`src/rtl/d_cell_cache_if.sv`:
```
// Bundle between the core, the single-cell cache and the data memory port.
// The cache is the slave side; the core plus memory together form the master side.
interface d_cell_cache_if #(
  parameter int d_addr_width = 8
);
  // Core-facing operation channel
  logic                    op_valid;
  logic [2:0]              op;
  logic [7:0]              op_data;
  logic                    op_ready;
  logic [7:0]              cell_val;
  logic                    cell_zero;
  logic [d_addr_width-1:0] dptr;

  // Data memory channel
  logic                    d_req;
  logic                    d_dir;
  logic [d_addr_width-1:0] d_addr;
  logic [7:0]              d_wdata;
  logic                    d_ack;
  logic [7:0]              d_rdata;

  modport master (
    output op_valid, op, op_data, d_ack, d_rdata,
    input  op_ready, cell_val, cell_zero, dptr, d_req, d_dir, d_addr, d_wdata
  );

  modport slave (
    input  op_valid, op, op_data, d_ack, d_rdata,
    output op_ready, cell_val, cell_zero, dptr, d_req, d_dir, d_addr, d_wdata
  );
endinterface

```
`src/rtl/d_cell_cache.sv`:
```
// Single-cell write-back cache plus data pointer. Arithmetic and PUT ops hit the
// cached cell in one cycle; pointer moves write back a dirty cell, leave one idle
// request cycle, then fetch the newly addressed cell.
module d_cell_cache #(
  parameter int d_addr_width = 8,
  parameter int d_mem_length = 64
) (
  input  logic           clk,
  input  logic           rst,
  d_cell_cache_if.slave  bus
);

  // Shared memory-direction encoding
  localparam logic DIRECTION_READ  = 1'b0;
  localparam logic DIRECTION_WRITE = 1'b1;

  localparam logic [d_addr_width-1:0] PTR_LAST = d_addr_width'(d_mem_length - 1);
  localparam logic [d_addr_width-1:0] PTR_ONE  = d_addr_width'(1);

  typedef enum logic [1:0] {
    S_READY,
    S_WB,
    S_GAP,
    S_RD
  } state_t;

  typedef enum logic [2:0] {
    OP_NOP   = 3'd0,
    OP_INC   = 3'd1,
    OP_DEC   = 3'd2,
    OP_RIGHT = 3'd3,
    OP_LEFT  = 3'd4,
    OP_PUT   = 3'd5,
    OP_FLUSH = 3'd6,
    OP_RSVD  = 3'd7
  } op_t;

  state_t                  state;
  state_t                  state_next;
  op_t                     op_code;
  logic [d_addr_width-1:0] dptr;
  logic [d_addr_width-1:0] wb_addr;
  logic [d_addr_width-1:0] ptr_right;
  logic [d_addr_width-1:0] ptr_left;
  logic [7:0]              cell_val;
  logic                    dirty;
  logic                    flush_only;

  assign op_code   = op_t'(bus.op);
  assign ptr_right = (dptr == PTR_LAST) ? '0 : dptr + PTR_ONE;
  assign ptr_left  = (dptr == '0) ? PTR_LAST : dptr - PTR_ONE;

  assign bus.cell_val  = cell_val;
  assign bus.cell_zero = (cell_val == 8'h00);
  assign bus.dptr      = dptr;

  // State register; reset always restarts with a fetch of cell 0
  always_ff @(posedge clk) begin
    // NOTE: sequential state uses non-blocking assignments so every flop samples
    // pre-edge values regardless of process evaluation order.
    if (rst) begin
      state <= S_RD;
    end else begin
      state <= state_next;
    end
  end

  // Next-state selection
  always_comb begin
    // NOTE: every comb output gets a default first so no path leaves it unassigned,
    // which would otherwise infer a latch.
    state_next = state;
    unique case (state)
      S_READY: begin
        if (bus.op_valid) begin
          case (op_code)
            OP_RIGHT, OP_LEFT: state_next = dirty ? S_WB : S_RD;
            OP_FLUSH:          if (dirty) state_next = S_WB;
            default:           state_next = S_READY;
          endcase
        end
      end
      S_WB:  if (bus.d_ack) state_next = S_GAP;
      S_GAP: state_next = flush_only ? S_READY : S_RD;
      S_RD:  if (bus.d_ack) state_next = S_READY;
    endcase
  end

  // Moore outputs; requests are masked while reset is held so an abandoned
  // transaction is never seen by the memory
  always_comb begin
    bus.op_ready = 1'b0;
    bus.d_req    = 1'b0;
    bus.d_dir    = DIRECTION_READ;
    bus.d_addr   = dptr;
    bus.d_wdata  = 8'h00;
    unique case (state)
      S_READY: bus.op_ready = 1'b1;
      S_WB: begin
        bus.d_req   = ~rst;
        bus.d_dir   = DIRECTION_WRITE;
        bus.d_addr  = wb_addr;
        bus.d_wdata = cell_val;
      end
      S_GAP: bus.d_req = 1'b0;
      S_RD:  bus.d_req = ~rst;
    endcase
  end

  // Pointer, cached cell and dirty tracking
  always_ff @(posedge clk) begin
    if (rst) begin
      dptr       <= '0;
      wb_addr    <= '0;
      cell_val   <= 8'h00;
      dirty      <= 1'b0;
      flush_only <= 1'b0;
    end else begin
      unique case (state)
        S_READY: begin
          if (bus.op_valid) begin
            case (op_code)
              OP_INC: begin
                cell_val <= cell_val + 8'd1;
                dirty    <= 1'b1;
              end
              OP_DEC: begin
                cell_val <= cell_val - 8'd1;
                dirty    <= 1'b1;
              end
              OP_PUT: begin
                cell_val <= bus.op_data;
                dirty    <= 1'b1;
              end
              OP_RIGHT: begin
                wb_addr    <= dptr;
                dptr       <= ptr_right;
                flush_only <= 1'b0;
              end
              OP_LEFT: begin
                wb_addr    <= dptr;
                dptr       <= ptr_left;
                flush_only <= 1'b0;
              end
              OP_FLUSH: begin
                wb_addr    <= dptr;
                flush_only <= 1'b1;
              end
              default: ;
            endcase
          end
        end
        S_WB: begin
          if (bus.d_ack) dirty <= 1'b0;
        end
        S_RD: begin
          if (bus.d_ack) begin
            cell_val <= bus.d_rdata;
            dirty    <= 1'b0;
          end
        end
        default: ;
      endcase
    end
  end

endmodule

```
`src/flat_wrapper.sv`:
```
// flat-port wrapper written by rule: the top's interface ports become plain ports
module d_cell_cache_flat 
#(
  parameter int d_addr_width = 8,
  parameter int d_mem_length = 64
)
  (clk, rst, bus_op_valid, bus_op, bus_op_data, bus_d_ack, bus_d_rdata, bus_op_ready, bus_cell_val, bus_cell_zero, bus_dptr, bus_d_req, bus_d_dir, bus_d_addr, bus_d_wdata);
  d_cell_cache_if #(.d_addr_width(d_addr_width)) bus_i ();
  input  logic clk;
  input  logic rst;
  input wire logic [$bits(bus_i.op_valid)-1:0] bus_op_valid;
  input wire logic [$bits(bus_i.op)-1:0] bus_op;
  input wire logic [$bits(bus_i.op_data)-1:0] bus_op_data;
  input wire logic [$bits(bus_i.d_ack)-1:0] bus_d_ack;
  input wire logic [$bits(bus_i.d_rdata)-1:0] bus_d_rdata;
  output wire logic [$bits(bus_i.op_ready)-1:0] bus_op_ready;
  output wire logic [$bits(bus_i.cell_val)-1:0] bus_cell_val;
  output wire logic [$bits(bus_i.cell_zero)-1:0] bus_cell_zero;
  output wire logic [$bits(bus_i.dptr)-1:0] bus_dptr;
  output wire logic [$bits(bus_i.d_req)-1:0] bus_d_req;
  output wire logic [$bits(bus_i.d_dir)-1:0] bus_d_dir;
  output wire logic [$bits(bus_i.d_addr)-1:0] bus_d_addr;
  output wire logic [$bits(bus_i.d_wdata)-1:0] bus_d_wdata;
  assign bus_i.op_valid = bus_op_valid;
  assign bus_i.op = bus_op;
  assign bus_i.op_data = bus_op_data;
  assign bus_i.d_ack = bus_d_ack;
  assign bus_i.d_rdata = bus_d_rdata;
  assign bus_op_ready = bus_i.op_ready;
  assign bus_cell_val = bus_i.cell_val;
  assign bus_cell_zero = bus_i.cell_zero;
  assign bus_dptr = bus_i.dptr;
  assign bus_d_req = bus_i.d_req;
  assign bus_d_dir = bus_i.d_dir;
  assign bus_d_addr = bus_i.d_addr;
  assign bus_d_wdata = bus_i.d_wdata;
  d_cell_cache #(.d_addr_width(d_addr_width), .d_mem_length(d_mem_length)) u_core (.clk(clk), .rst(rst), .bus(bus_i));
endmodule
```
`config.mk`:
```
export PLATFORM = sky130hd
export DESIGN_NAME = d_cell_cache_flat
export DESIGN_NICKNAME = d
export VERILOG_FILES = /design/src/rtl/d_cell_cache_if.sv /design/src/rtl/d_cell_cache.sv /design/src/flat_wrapper.sv
export SDC_FILE = /design/constraint.sdc
export NUM_CORES = 1
export LEC_CHECK = 0
export CAP_MARGIN = 10
export CORE_MARGIN = 10
export CORE_UTILIZATION = 41
export CTS_CLUSTER_DIAMETER = 100
export DETAILED_ROUTE_END_ITERATION = 10
export DONT_BUFFER_PORTS = 1
export PLACE_DENSITY = 0.63
export SKIP_CTS_REPAIR_TIMING = 1
export SLEW_MARGIN = 20
export SYNTH_ARGS = -nofsm -noshare
export SYNTH_HDL_FRONTEND = slang
export SYNTH_SLANG_ARGS = --single-unit
```
`constraint.sdc`:
```
create_clock -name clk -period 5.3 [get_ports clk]
set_clock_uncertainty 0.1 [all_clocks]
set_input_delay 0.53 -clock clk [delete_from_list [all_inputs] [get_ports clk]]
set_output_delay 0.53 -clock clk [all_outputs]
set_load 0.02 [all_outputs]
```
==> reports/metrics.csv, run 1 <==
metric,value,unit
Num CTS Buffers,3,
#FFs+latches synth,28,
core area,5107,µm²
syn_area_per_cell,7.703,µm²
Final Critical Period,3014,ps
fin area,2242,µm²
die area,8586,µm²
largest area contributor in the netlist,dfxtp_1,
IO Pins,59,
worst slew pin tran,1061,ps
GRT met2 Usage,21.47,%
hold path start,rst,
grt ovf,0,
gr usage total,13.83,%
initial core utilization,42.38,%
leak pwr,0.8055,nW
slew margin rel.,29.30,%
"Cell Area, Synth",2165,µm²
endpoints failing hold,0,
largest net degree at the start of global routing,31,
Max Cap Violations,0,
Final GP Congestion,0.8894,
Post-Route WL,6204,µm
status,completed,
antenna cells,0,
share of the synthesized area in the top cell type,25.90,%
register area share after synthesis,25.90,%
via count,2051,
Worst-path clk slew,100,ps
Longest Clk Path Bufs,2,
worst reg2reg path startpoint,u_core.state[1],
RSZ-0062 raised after global routing,false,
clock sinks,28,
ys async rst share,0,%
H-Tree Depth,1,
first-pass GRT wire length,9873,µm
Final setup viols,0,
Setup TNS,0,ps
DRC violations left,0,
Layout Nets,296,
PD cells,428.6,nW/µm²
placed cell areas,2171,µm²
reg2reg setup slack,2670,ps
share of cells above drive strength 1,6.818,%
"top cells by area, synth","dfxtp_1, nor2_1, ha_1",
critical path peak fanout,10,
met3 GRT Util,4.762,%
Worst setup EP type,output port,
Unique masters post-synth,55,
# fillers,530,
hold path depth,1,
FF-to-FF path depth,7,
num rows,26,
drt pass-1 iters,5,
Fmax,331.8,MHz
GR peak layer,met2,
"EDFF count, synth",0,
die extent in y,92.66,µm
vias in the first global route,1840,
initial antenna violation count,0,
top_reg_cell synth,dfxtp_1,
Critical Path RT,4670,ps
Final Slew Violations,0,
CTS root buf,clkbuf_8,
Initial DRC Count,256,
fin crit share,56.87,%
Hold/Removal Path Class,input pin to flop,
Hold Path End,u_core.bus.cell_val[0],
DP Wirelength,4489,µm
Yosys Warn Count,0,
Area Overhead vs Synth,3.584,%
"Worst Path Class, Setup",flop to output port,
vias per cell,6.141,
total power draw,0.0009611,W
Die Wd,92.66,µm
Mapped Cells,281,
Buffers on Ports,0,
Crit Reg-Reg Endpoint,u_core.bus.cell_val[7],
Arrival @ worst endpoint,2380,ps
Peak VDD IR,0.0003005,V
net count after synthesis,312,
Antenna Nets Post-Route,0,
Routed WL per cell,18.57,µm
worst skew pair latency,280,ps
CTS tree,built,
CP Launch Type,flop,
M1 GR Usage,18.01,%
[critical path: stages, from the launching register on]
cell and delay [ps]:
dfxtp_1 490, or4_1 620, nor2_1 150, nor4b_1 850
[worst max-delay path by stage]
stage,start,to,cells after the start
after floorplan,u_core.bus.cell_val[1],bus_cell_zero,4
after global placement,u_core.bus.cell_val[1],bus_cell_zero,3
after detailed placement,u_core.bus.cell_val[1],bus_cell_zero,3
after CTS,u_core.bus.cell_val[1],bus_cell_zero,3
after global routing,u_core.bus.cell_val[1],bus_cell_zero,3
final,u_core.bus.cell_val[1],bus_cell_zero,3
[sequential cells by signal, indices dropped and copies added (netlist names)]
| signal | cells |
|---|---|
| u_core.state | 2 |
| u_core.bus.cell_val | 8 |
| u_core.dirty | 1 |
| u_core.wb_addr | 8 |
| u_core.bus.dptr | 8 |
| u_core.flush_only | 1 |
[cell usage after synthesis, drive strengths merged (4+ instances only)]
library cell and n:
a211oi 9, a21oi 15, and2 11, clkbuf 18
dfxtp 28, ha 8, inv 9, mux2 5
mux2i 10, nand2 20, nand2b 4, nand3 10
nor2 28, nor2b 4, nor3 8, nor4b 4
o21ai 18, o22ai 7, or3 5, xor2 4
[cell type report]
class / instances / area [µm²] / share of cell area, %
inverters: 9 / 33.78 / 1.507
clock inverters: 1 / 30.03 / 1.339
flip-flops and latches: 28 / 560.5 / 25.00
multi-input cells: 223 / 1489 / 66.41
clock buffers: 3 / 41.29 / 1.842
well taps: 70 / 87.58 / 3.906
[metal layers]
| metal | wire (µm) | part of all wire, % |
|---|---|---|
| met5 | 0 | 0 |
| met2 | 2849 | 46 |
| met3 | 641 | 10 |
| met4 | 64 | 1.0 |
| met1 | 2648 | 43 |
[logic make-up after synthesis]
| kind of cell | after synthesis | synth area share (%) |
|---|---|---|
| muxes | 15 | 7.225 |
| xor gates and xnor gates | 7 | 2.832 |
| buffers and inverters | 30 | 5.317 |
| and+or+nand+nor | 118 | 30.06 |
| adders and majority gates | 8 | 4.624 |
| AOI/OAI and AO/OA | 75 | 24.05 |
| DFF | 28 | 25.90 |
[power by group]
group	switching (W)	internal, W
sequential	0.0000960	0.000244
combinational	0.000259	0.000187
clock	0.0000740	0.000101
[cell usage in the layout (no fill, tap or decap), types with 4 or more instances in the layout]
cell,n
a211oi_1,9
a21oi_1,15
and2_1,11
dfxtp_1,28
ha_1,8
inv_1,9
mux2_2,5
mux2i_1,10
nand2_1,20
nand2b_1,4
nand3_1,10
nor2_1,27
nor2b_1,4
nor3_1,8
nor4b_1,4
o21ai_0,18
o22ai_1,7
or3_1,5
xor2_1,4
[metrics by stage]
step	hold slack, ps	utilization [%]	cells	setup WS [ps]
after floorplan	354.4	-	281	2719
after global placement	366.8	42.50	330	2609
after detailed placement	378.3	42.50	330	2590
after CTS	198.0	43.90	334	2262
after global routing	189.3	43.90	334	2183
final	201.4	43.90	334	2286
(Power assumes the default switching activity.)
==> inputs of run 2 (changes only) <==
==> constraint.sdc (replaced) <==
create_clock -name clk -period 2.9 [get_ports clk]
set_clock_uncertainty 0.1 [all_clocks]
set_input_delay 0.29 -clock clk [delete_from_list [all_inputs] [get_ports clk]]
set_output_delay 0.29 -clock clk [all_outputs]
set_load 0.02 [all_outputs]
==> run 2 against run 1 <==
  * Sequential share of layout area is 0.73 points lower
  * Non-clock buffer count grew 7
  * Register-to-register slack worse by 2100 ps
  * Total power grew 90%
  * Largest power group unchanged
  * Final cell count is 2.1% higher
  * Largest cell class unchanged
==> reports/metrics.csv, run 2 (synthesized netlist as in run 1, its figures left out) <==
metric,value,unit,change
status,completed,,unchanged
IO Pins,59,,unchanged
CTS tree,built,,unchanged
worst slew pin tran,703.0,ps,was 1061 ps
Arrival @ worst endpoint,2050,ps,was 2380 ps
num rows,26,,unchanged
leak pwr,0.8452,nW,was 0.8055 nW
PD cells,792.5,nW/µm²,was 428.6 nW/µm²
Setup TNS,0,ps,unchanged
M1 GR Usage,19.16,%,was 18.01%
Area Overhead vs Synth,6.705,%,was 3.584%
Antenna Nets Post-Route,0,,unchanged
most frequent cells in the layout,"dfxtp_1, nor2_1, nand2_1, o21ai_0, a21oi_1",,unchanged
initial antenna violation count,0,,unchanged
Final Slew Violations,0,,unchanged
Longest Clk Path Bufs,2,,unchanged
Final GP Congestion,0.8309,,was 0.8894
clock sinks,28,,unchanged
slew margin rel.,52.64,%,was 29.30%
Peak VDD IR,0.0004370,V,was 0.0003005 V
RSZ-0062 raised after global routing,false,,unchanged
area of the multi-input gates,1489,µm²,unchanged
Final Critical Period,2436,ps,
H-Tree Depth,1,,unchanged
first-pass GRT wire length,10140,µm,was 9873 µm
largest net degree at the start of global routing,31,,unchanged
Clk network pwr share,18.0,%,was 18.2%
fin crit share,83.99,%,
antenna cells,0,,unchanged
"commonest non-fill, non-tap cell in the layout",dfxtp_1,,unchanged
via count,2060,,was 2051
Max Cap Violations,0,,unchanged
die extent in y,92.66,µm,unchanged
DP Wirelength,4606,µm,was 4489 µm
Worst Setup SP,u_core.bus.cell_val[1],,unchanged
met3 GRT Util,4.439,%,was 4.762%
worst reg2reg path startpoint,u_core.state[0],,was u_core.state[1]
P_sw,0.0008195,W,was 0.0004292 W
core area,5107,µm²,unchanged
CTS root buf,clkbuf_8,,unchanged
Hold/Removal Path Class,input pin to flop,,unchanged
Worst-path clk slew,110,ps,was 100 ps
Post-Route WL,6446,µm,was 6204 µm
Buffers on Ports,0,,unchanged
Final Non-Filler Cells,341,,was 334
Gate power share,48.8,%,was 46.4%
critical path peak fanout,10,,unchanged
initial core utilization,42.38,%,unchanged
GRT met2 Usage,21.24,%,was 21.47%
Sw Share,44.77,%,was 44.66%
"Worst Path Class, Setup",flop to output port,,unchanged
DRC violations left,0,,unchanged
grt ovf,0,,unchanged
Final setup viols,0,,unchanged
GR peak layer,met2,,unchanged
Initial DRC Count,250,,was 256
Routed WL per cell,18.90,µm,was 18.57 µm
Int Power,0.001011,W,was 0.0005318 W
largest registers,"u_core.bus.cell_val (8), u_core.bus.dptr (8), u_core.wb_addr (8)",,unchanged
worst skew pair latency,290,ps,was 280 ps
CP Launch Type,flop,,unchanged
dpl cells,335,,was 330
Die Wd,92.66,µm,unchanged
die area,8586,µm²,unchanged
Reg area,560.5,µm²,unchanged
Fmax,410.5,MHz,
drt pass-1 iters,5,,unchanged
vias in the first global route,1828,,was 1840
hold path start,bus_d_rdata[2],,was rst
Critical Path RT,2510,ps,was 4670 ps
gr usage total,14.24,%,was 13.83%
share of cells above drive strength 1,8.856,%,was 6.818%
Layout Nets,303,,was 296
# fillers,529,,was 530
endpoints failing hold,0,,unchanged
Num CTS Buffers,3,,unchanged
Worst setup EP type,output port,,unchanged
register share of total power,33.3,%,was 35.3%
vias per cell,6.041,,was 6.141
## run 2: cell count changes in the layout (fill, tap and decap cells not counted), sizes merged
cell         delta
buf             +6
dlygate4sd3     +1
## run 2: through the flow
step / setup slack [ps] / instance area [µm²] / power, W / hold slack (ps) / util, %
final: 464.2 / 2310 / 0.001830 / 102.8 / 45.22
after global placement: 547.1 / 2208 / 0.001483 / 268.9 / 43.24
after floorplan: 526.2 / 2165 / 0.001293 / 354.4 / -
after global routing: 276.5 / 2310 / 0.001956 / 113.0 / 45.22
after detailed placement: 517.7 / 2208 / 0.001492 / 268.8 / 43.24
after CTS: 459.1 / 2280 / 0.001824 / -48.99 / 44.64
## run 2: cell type report
cell class              instances  area share [%]
repair buffers                  7           2.925
clock buffers                   3           1.788
inverters                       9           1.463
well taps                      70           3.792
clock inverters                 1           1.300
multi-input cells             223           64.46
flip-flops and latches         28           24.27
## run 2: path summary, 6_finish.rpt
| kind | cells past startpoint | slack [ps] | end |
|---|---|---|---|
| setup reg to reg | 7 | 580 | u_core.bus.cell_val[7] |
| hold / removal | 2 | 100 | u_core.bus.cell_val[2] |
| setup / recovery | 4 | 460 | bus_cell_zero |
| hold reg to reg | 2 | 400 | u_core.wb_addr[2] |
## run 2: worst max-delay path, stage by stage, from the launching register on
cell,delay (ps)
dfxtp_1,490
or4_1,620
nor2_1,160
nor4b_1,280
buf_4,210
## run 2: metal layers
| layer | up-vias | part of all wire, % |
|---|---|---|
| met5 | - | 0 |
| met4 | 0 | 0.93 |
| met3 | 5 | 8.7 |
| met2 | 72 | 44 |
| met1 | 972 | 46 |
| li1 | 1011 | - |
## run 2: power groups by stage
| stage | logic [W] | clock network (W) | registers, W |
|---|---|---|---|
| final | 0.000893 | 0.000329 | 0.000609 |
| after detailed placement | 0.000873 | 0 | 0.000619 |
| after global placement | 0.000865 | 0 | 0.000618 |
| after global routing | 0.000992 | 0.000340 | 0.000624 |
| after CTS | 0.000877 | 0.000336 | 0.000610 |
| after floorplan | 0.000723 | 0 | 0.000569 |
==> inputs of run 3 (changes only) <==
--- a/config.mk
+++ b/config.mk
@@ -11,7 +11,7 @@
 export CTS_CLUSTER_DIAMETER = 100
 export DETAILED_ROUTE_END_ITERATION = 10
 export DONT_BUFFER_PORTS = 1
-export PLACE_DENSITY = 0.63
+export PLACE_DENSITY = 0.65
 export SKIP_CTS_REPAIR_TIMING = 1
 export SLEW_MARGIN = 20
 export SYNTH_ARGS = -nofsm -noshare
==> constraint.sdc (replaced) <==
create_clock -name clk -period 2.1 [get_ports clk]
set_clock_uncertainty 0.1 [all_clocks]
set_input_delay 0.21 -clock clk [delete_from_list [all_inputs] [get_ports clk]]
set_output_delay 0.21 -clock clk [all_outputs]
set_load 0.02 [all_outputs]
==> run 3 against run 2 <==
  * Via count up 6.0%
  * Utilization up 4.5 points
  * Register-to-register slack worse by 500 ps
  * Sequential cell count unchanged
  * Setup slack worse by 410 ps
==> reports/metrics.csv, run 3 (synthesized netlist as in run 1, its figures left out) <==
metric,value,unit,change
"commonest non-fill, non-tap cell in the layout",buf_4,,was dfxtp_1
FF-to-FF path depth,8,,was 7
hold path depth,2,,unchanged
Longest Clk Path Bufs,2,,unchanged
first-pass GRT wire length,10450,µm,was 10140 µm
Routed WL per cell,18.01,µm,was 18.90 µm
fin area,2541,µm²,was 2310 µm²
CTS tree,built,,unchanged
Area Overhead vs Synth,17.40,%,was 6.705%
vias in the first global route,1990,,was 1828
Layout Nets,331,,was 303
worst slew pin tran,537.6,ps,was 703.0 ps
largest net degree at the start of global routing,31,,unchanged
share of cells above drive strength 1,20.74,%,was 8.856%
die extent in y,92.66,µm,unchanged
largest registers,"u_core.bus.cell_val (8), u_core.bus.dptr (8), u_core.wb_addr (8)",,unchanged
die area,8586,µm²,unchanged
DP Wirelength,4908,µm,was 4606 µm
drt pass-1 iters,4,,was 5
Final Slew Violations,0,,unchanged
P_sw,0.001185,W,was 0.0008195 W
Critical Path RT,1790,ps,was 2510 ps
Arrival @ worst endpoint,1740,ps,was 2050 ps
Final GP Congestion,0.9213,,was 0.8309
DRC violations left,0,,unchanged
Crit Reg-Reg Endpoint,u_core.bus.cell_val[5],,was u_core.bus.cell_val[7]
final core occ,49.76,%,was 45.22%
Fmax,488.1,MHz,
num rows,26,,unchanged
Worst Setup SP,u_core.bus.cell_val[1],,unchanged
Worst-path clk slew,100,ps,was 110 ps
area of the multi-input gates,1526,µm²,was 1489 µm²
Antenna Nets Post-Route,0,,unchanged
clock sinks,28,,unchanged
Reg area,563.0,µm²,was 560.5 µm²
Hold/Removal Path Class,input pin to flop,,unchanged
CP max stage cell,or4_4,,was or4_1
Num CTS Buffers,3,,unchanged
"Worst Path Class, Setup",flop to output port,,unchanged
final setup margin,51.07,ps,was 464.2 ps
Peak VDD IR,0.0006353,V,was 0.0004370 V
# fillers,520,,was 529
slew margin rel.,64.00,%,was 52.64%
via count,2184,,was 2060
Initial DRC Count,187,,was 250
Final Critical Period,2049,ps,
cells along the critical path,or4_4 > nor2_2 > nor4b_4 > buf_4,,was or4_1 > nor2_1 > nor4b_1 > buf_4
worst reg2reg path startpoint,u_core.state[0],,unchanged
hold path start,bus_op[2],,was bus_d_rdata[2]
register share of total power,28.1,%,was 33.3%
reg2reg setup slack,80,ps,was 580 ps
placed cell areas,2430,µm²,was 2208 µm²
Buffers on Ports,0,,unchanged
grt ovf,0,,unchanged
dpl ws,36.38,ps,was 517.7 ps
PD cells,1061,nW/µm²,was 792.5 nW/µm²
leak pwr,0.9885,nW,was 0.8452 nW
Gate power share,58.7,%,was 48.8%
Worst setup EP type,output port,,unchanged
Worst path max stage delay,560,ps,was 620 ps
most frequent cells in the layout,"buf_4, nor2_1, dfxtp_1, nand2_1, o21ai_0",,"was dfxtp_1, nor2_1, nand2_1, o21ai_0, a21oi_1"
Final setup viols,0,,unchanged
critical path peak fanout,6,,was 10
vias per cell,5.919,,was 6.041
endpoints failing hold,0,,unchanged
Clk network pwr share,13.2,%,was 18.0%
IO Pins,59,,unchanged
H-Tree Depth,1,,unchanged
Post-Route WL,6644,µm,was 6446 µm
initial core utilization,42.38,%,unchanged
total power draw,0.002696,W,was 0.001830 W
worst skew pair latency,290,ps,about the same
fin crit share,97.57,%,
Die Wd,92.66,µm,unchanged
gr usage total,14.63,%,was 14.24%
Setup TNS,0,ps,unchanged
Int Power,0.001511,W,was 0.001011 W
CTS root buf,clkbuf_8,,unchanged
status,completed,,unchanged
antenna cells,0,,unchanged
Hold Path End,u_core.flush_only,,was u_core.bus.cell_val[2]
initial antenna violation count,0,,unchanged
CP Launch Type,flop,,unchanged
Max Cap Violations,0,,unchanged
Sw Share,43.95,%,was 44.77%
core area,5107,µm²,unchanged
-- run 3: routing by layer --
metal	vias up	routed length, µm	part of all wire (%)	GRT usage, %
met3	5	569	8.6	3.148
li1	1061	-	-	-
met1	1040	2823	42	19.69
met4	0	76	1.1	5.013
met2	78	3175	48	22.47
met5	-	0	0	0
-- run 3: layout make-up --
class,count,share of cell area (%)
Sequential cell,28,22.16
Tap cell,70,3.447
Timing Repair Buffer,35,10.83
Inverter,9,1.329
Clock buffer,4,2.166
Multi-Input combinational cell,223,60.07
-- run 3: worst max path at each step --
stage / end / cells past startpoint
finish: bus_cell_zero / 4
floorplan: u_core.bus.cell_val[7] / 8
CTS: bus_cell_zero / 4
detailed placement: u_core.bus.cell_val[6] / 7
global placement: u_core.bus.cell_val[6] / 7
global route: u_core.bus.cell_val[5] / 8
-- run 3: power groups by stage --
stage | registers, W | logic [W] | clock network, W
after floorplan | 0.000790 | 0.00102 | 0
after global placement | 0.000754 | 0.00148 | 0
after detailed placement | 0.000756 | 0.00149 | 0
after CTS | 0.000744 | 0.00150 | 0.000360
after global routing | 0.000771 | 0.00171 | 0.000381
final | 0.000758 | 0.00158 | 0.000355
-- run 3: critical path: cells and delay by family (launching register included) --
family,cells,cell delay [ps]
buf+inv,1,180
flops,1,380
simple gates,3,900
-- run 3: through the flow --
stage / instances / hold WS [ps]
after CTS: 367 / -125.3
after global placement: 363 / 187.9
after global routing: 369 / 18.87
final: 369 / 23.43
after floorplan: 281 / 313.1
after detailed placement: 363 / 186.1
